File: src/rtl/cpu_defs_pkg.sv
// Shared CPU definitions: fetch FSM encoding, word size and the NOP word.
package cpu_defs;

  typedef enum logic [1:0] {
    S_IDLE = 2'd0,
    S_REQ  = 2'd1,
    S_FULL = 2'd2
  } fetch_state_t;

  localparam logic [31:0] WORD_BYTES = 32'd4;
  localparam logic [31:0] NOP_WORD   = 32'h0000_0000;

  // Force an address onto a word boundary.
  function automatic logic [31:0] word_align(input logic [31:0] addr);
    return {addr[31:2], 2'b00};
  endfunction

endpackage

File: src/rtl/if_fetch_ir_pc_reg.sv
// Program counter with a pending-redirect slot.
// While a fetch is outstanding the PC must stay put (it is the fetch
// address), so a redirect is parked and applied when the fetch is accepted.
module pc_reg
  import cpu_defs::*;
#(
  parameter logic [31:0] RESET_PC = 32'h0000_0000
) (
  input  logic        clk,
  input  logic        rst,
  input  logic        in_req,
  input  logic        accept,
  input  logic        pc_wr,
  input  logic [31:0] pc_next,
  output logic [31:0] pc
);

  logic [31:0] pend_pc;
  logic        pend_valid;
  logic [31:0] pc_d;
  logic [31:0] pend_pc_d;
  logic        pend_valid_d;

  // Choose the next PC: a same-cycle redirect beats a parked one, which beats pc+4.
  always_comb begin
    pc_d         = pc;
    pend_pc_d    = pend_pc;
    pend_valid_d = pend_valid;
    if (accept) begin
      if (pc_wr) begin
        pc_d = word_align(pc_next);
      end else if (pend_valid) begin
        pc_d = pend_pc;
      end else begin
        pc_d = pc + WORD_BYTES;
      end
      pend_valid_d = 1'b0;
      pend_pc_d    = 32'h0000_0000;
    end else if (in_req) begin
      if (pc_wr) begin
        pend_pc_d    = word_align(pc_next);
        pend_valid_d = 1'b1;
      end
    end else if (pc_wr) begin
      pc_d = word_align(pc_next);
    end
  end

  // PC and pending-redirect registers.
  always_ff @(posedge clk or posedge rst) begin
    if (rst) begin
      pc         <= RESET_PC;
      pend_pc    <= 32'h0000_0000;
      pend_valid <= 1'b0;
    end else begin
      pc         <= pc_d;
      pend_pc    <= pend_pc_d;
      pend_valid <= pend_valid_d;
    end
  end

endmodule

File: src/rtl/if_fetch_ir.sv
// Instruction-fetch stage: fetch FSM, instruction register and memory timeout.
module if_fetch_ir
  import cpu_defs::*;
#(
  parameter logic [31:0] RESET_PC    = 32'h0000_0000,
  parameter int          TIMEOUT_CYC = 255
) (
  input  logic        clk,
  input  logic        rst,
  input  logic        fetch_start,
  input  logic        pc_wr,
  input  logic [31:0] pc_next,
  output logic        imem_req,
  output logic [31:0] imem_addr,
  input  logic        imem_ready,
  input  logic [31:0] imem_rdata,
  output logic [31:0] instr,
  output logic [31:0] instr_pc,
  output logic        instr_valid,
  input  logic        id_ack,
  output logic [31:0] pc,
  output logic        fetch_busy,
  output logic        fetch_err
);

  localparam logic [7:0] TO_LIMIT = 8'(TIMEOUT_CYC);

  fetch_state_t state;
  fetch_state_t state_d;
  logic         accept;
  logic         in_req;
  logic [7:0]   to_cnt;

  assign in_req     = (state == S_REQ);
  assign accept     = in_req && imem_ready;
  assign imem_req   = in_req;
  assign fetch_busy = in_req;
  assign imem_addr  = pc;

  pc_reg #(
    .RESET_PC(RESET_PC)
  ) u_pc_reg (
    .clk     (clk),
    .rst     (rst),
    .in_req  (in_req),
    .accept  (accept),
    .pc_wr   (pc_wr),
    .pc_next (pc_next),
    .pc      (pc)
  );

  // Fetch FSM state register.
  always_ff @(posedge clk or posedge rst) begin
    if (rst) begin
      state <= S_IDLE;
    end else begin
      state <= state_d;
    end
  end

  // Next state: a full IR only moves on when ID acknowledges it.
  always_comb begin
    state_d = state;
    unique case (state)
      S_IDLE: if (fetch_start) state_d = S_REQ;
      S_REQ:  if (imem_ready)  state_d = S_FULL;
      S_FULL: if (id_ack)      state_d = fetch_start ? S_REQ : S_IDLE;
      default: state_d = S_IDLE;
    endcase
  end

  // Instruction register: capture on acceptance, release on ID acknowledge.
  always_ff @(posedge clk or posedge rst) begin
    if (rst) begin
      instr       <= NOP_WORD;
      instr_pc    <= 32'h0000_0000;
      instr_valid <= 1'b0;
    end else if (accept) begin
      instr       <= imem_rdata;
      instr_pc    <= pc;
      instr_valid <= 1'b1;
    end else if (state == S_FULL && id_ack) begin
      instr_valid <= 1'b0;
    end
  end

  // Count stalled request cycles; raise a sticky error once the limit is hit.
  always_ff @(posedge clk or posedge rst) begin
    if (rst) begin
      to_cnt    <= 8'd0;
      fetch_err <= 1'b0;
    end else if (in_req && !imem_ready) begin
      if (to_cnt < TO_LIMIT) to_cnt <= to_cnt + 8'd1;
      if (to_cnt >= TO_LIMIT - 8'd1) fetch_err <= 1'b1;
    end else begin
      to_cnt <= 8'd0;
    end
  end

endmodule
File: config.mk
export PLATFORM = sky130hd
export DESIGN_NAME = if_fetch_ir
export DESIGN_NICKNAME = d
export VERILOG_FILES = /design/src/rtl/cpu_defs_pkg.sv /design/src/rtl/if_fetch_ir_pc_reg.sv /design/src/rtl/if_fetch_ir.sv
export SDC_FILE = /design/constraint.sdc
export NUM_CORES = 1
export LEC_CHECK = 0
export BUFFER_PORTS_ARGS = -buffer_cell sky130_fd_sc_hd__buf_4
export CORE_MARGIN = 5
export CORE_UTILIZATION = 49
export DETAILED_ROUTE_END_ITERATION = 10
export GPL_TIMING_DRIVEN = 0
export HOLD_SLACK_MARGIN = 0.02
export PLACE_DENSITY_LB_ADDON = 0.3
export SYNTH_ARGS = -nofsm -noshare
export SYNTH_HDL_FRONTEND = slang
export SYNTH_HIERARCHICAL = 1
export SYNTH_SLANG_ARGS = --single-unit
File: constraint.sdc
create_clock -name clk -period 5.6 [get_ports clk]
set_input_delay 0.56 -clock clk [delete_from_list [all_inputs] [get_ports clk]]
set_output_delay 0.56 -clock clk [all_outputs]
set_load 0.02 [all_outputs]
==> flow_summary_export.csv <==
group,metric,value,unit
timing,grt_setup_unrepaired,"false",
timing,fin_setup_tns,0,ns
run_status,status,"finished, final reports clean",
logic_synthesis,avgSynthCellArea,11.6,sq um
logic_synthesis,synth_warnings,6,
global_route,grt_use_total,24.3,%
timing,hold_violations,0,
timing,tightest_slew,0.863,ns
timing,slew_headroom,42.5,%
setup_path,reg2reg_depth,10,
setup_path,cp_slowest_stage_delay,0.51,ns
setup_path,crit_path_end_kind,"flop",
layout,reg_top3,"instr x32, instr_pc x32",
clock_network,clk_pin_slew,0.05,ns
logic_synthesis,syn_inst,578,
logic_synthesis,ys.flop_type,"dfrtp_1",
logic_synthesis,syn_area,6730,sq um
setup_path,critical_path.max_fanout,10,
layout,final_common_cell,"buf_4",
setup_path,start_kind,"flop",
die,die_h,127,microns
drt,vias,5598,
placed_design,port_buffers,194,
die,ios,202,
min_path,hold_class,"input port to asynchronous set/reset pin",
placed_design,dp_hpwl,14300,microns
timing,layout_min_cycle_time,3.14,ns
clock_network,post_cts_resize_count,0,
layout,n_antenna_cell,0,
drt,routed_via_density,5.71,
placed_design,dpl.cell_count,951,
timing,setup_viol,0,
clock_network,ctsHoldBuffers,0,
setup_path,crit_path_cell_trace,"nor2b_4 > nand2_1 > buf_6 > buf_6 > inv_1 > clkbuf_1 > nor2b_1 > nand2_1 > or3_1 > o211ai_1",
clock_network,numCtsBuffers,17,
global_route,antenna_found_initial,0,
layout,design_area,9000,sq um
clock_network,htreeDepth,4,
die,start_util,50.4,%
drt,ant_nets,0,
logic_synthesis,synth_edf_count,0,
layout,layout-drive-gt1-share,42.7,%
power_and_ir_drop,leakage,0.00434,uW
logic_synthesis,ys_types,55,
clock_network,clock_latency,0.41,ns
drt,avgRoutedWirePerCell,20.0,microns
placed_design,placed_cell_area,8450,sq um
logic_synthesis,synth_seq_cells,137,
logic_synthesis,yosysSeqAreaShare,50.9,%
clock_network,clockRootBuffer,"clkbuf_16",
die,die_area,16200,sq um
run,cap_violations,0,
setup_path,cp.required,5.92,ns
clock_network,cts_tree,"done",
power_and_ir_drop,irDropWorstVdd,0.296,mV
setup_path,cp.arrival,3.46,ns
clock_network,clock_path_buffers,2,
layout,areaGrowthSynthToFinish,33.7,%
timing,final.setup_skew,0.00603,ns
layout,final_nets,867,
die,die_width,127,microns
timing,slew_viol_final,0,
timing,finalCritPeriodShare,56.0,%
drt,drc,0,
global_route,grt_max_degree,46,
timing,max_freq,0.319,GHz
global_route,grt_pass1_wl,31000,microns
power_and_ir_drop,power,5580,uW
layout,final_cells,980,
power_and_ir_drop,p_per_area,620,nW/um^2
drt,routed_wirelength,19600,microns
drt,drt_iter0_drc,563,
global_route,grt_overflow,0,
setup_path,crit_path_top_delay_cell,"nor2b_1",
global_route,grt_pass1_vias,5801,
clock_network,cts_setup_buffers,0,
setup_path,crit_type,"flop to flop",
die,rows,42,
logic_synthesis,async_reset_ff_share,100,%
placed_design,place_congestion,0.898,
clock_network,clock-sinks,137,
die,core_area,13300,sq um
drt,drt_first_pass_iters,6,
layout,final_cell_mix,"231 x buf_4, 137 x dfrtp_1, 39 x nand2_1, 39 x o21ai_0, 38 x mux2_4",
worst max-delay path: cells and delay by family, from the launching register on:
family	cells	cell delay, ns
flip-flops	1	0.45
AO/OA/AOI/OAI	1	0.11
buffers and inverters	4	0.76
AND/OR/NAND/NOR	5	1.74
cells in the mapped netlist (all sizes together), types with 4 or more instances:
| library cell | number | area, sq um |
|---|---|---|
| nand2 | 39 | 146 |
| inv | 8 | 30.0 |
| o22ai | 4 | 25.0 |
| a22oi | 7 | 52.6 |
| clkbuf | 19 | 71.3 |
| mux2i | 6 | 60.1 |
| nand4 | 14 | 118 |
| mux2 | 65 | 875 |
| nor3b | 5 | 37.5 |
| nand3 | 10 | 50.1 |
| nor3 | 12 | 60.1 |
| nor2 | 18 | 67.6 |
| a22o | 35 | 307 |
| dfrtp | 137 | 3430 |
| buf | 49 | 387 |
| a21oi | 21 | 105 |
| and3 | 11 | 71.3 |
| xor2 | 5 | 43.8 |
| and4 | 6 | 53.8 |
| o21ai | 39 | 195 |
| a31oi | 7 | 43.8 |
| xnor2 | 14 | 123 |
final timing paths:
path / start / to / slack, ns
worst max-delay path: state[1] / u_pc_reg/pc[25] / 2.46
worst min-delay path: rst / instr_pc[20] / 0.18
worst max register to register: state[1] / u_pc_reg/pc[25] / 2.46
worst min register to register: fetch_err / fetch_err / 0.48
max in group asynchronous: rst / u_pc_reg/pc[13] / 4.73
min in group clk: pc_next[29] / u_pc_reg/pend_pc[29] / 0.37
report_power, final:
group          total, uW  internal, uW  switching, uW  leakage (uW)
logic               2650          1310           1340       0.00236
registers           1910          1440            473       0.00172
clock network       1020           640            378      0.000271
total               5580          3390           2190       0.00434
metrics by stage:
step,utilization (%),setup WS (ns),hold WS (ns)
after floorplan,-,3.10,0.464
after global routing,67.4,2.36,0.201
after global placement,63.0,2.21,0.466
after detailed placement,63.3,2.60,0.474
final,67.4,2.46,0.177
after CTS,67.4,2.57,0.176
cells by family after synthesis:
group	share of synthesized area, %
xor gates and xnor gates	2.47
AOI/OAI and AO/OA	14.0
muxes	13.9
adders and majority gates	0.558
buffers and inverters	7.31
DFF	50.9
other	0.0557
and+or+nand+nor	10.8
layer usage:
metal / global-route usage, % / share of wire, %
met5: 0 / 0
met4: 9.34 / 2.2
met3: 5.68 / 7.9
met2: 40.8 / 50
met1: 30.6 / 40
cell type report:
type                    count  area (sq um)
plain buffers              68           458
clock buffers              27           533
clock inverters             2          10.0
fillers                  1046          4350
inverters                   9          36.3
multi-input cells         365          2810
flip-flops and latches    137          3430
well taps                 176           220
repair buffers            196          1500
Power figures use the tool's default switching activity.
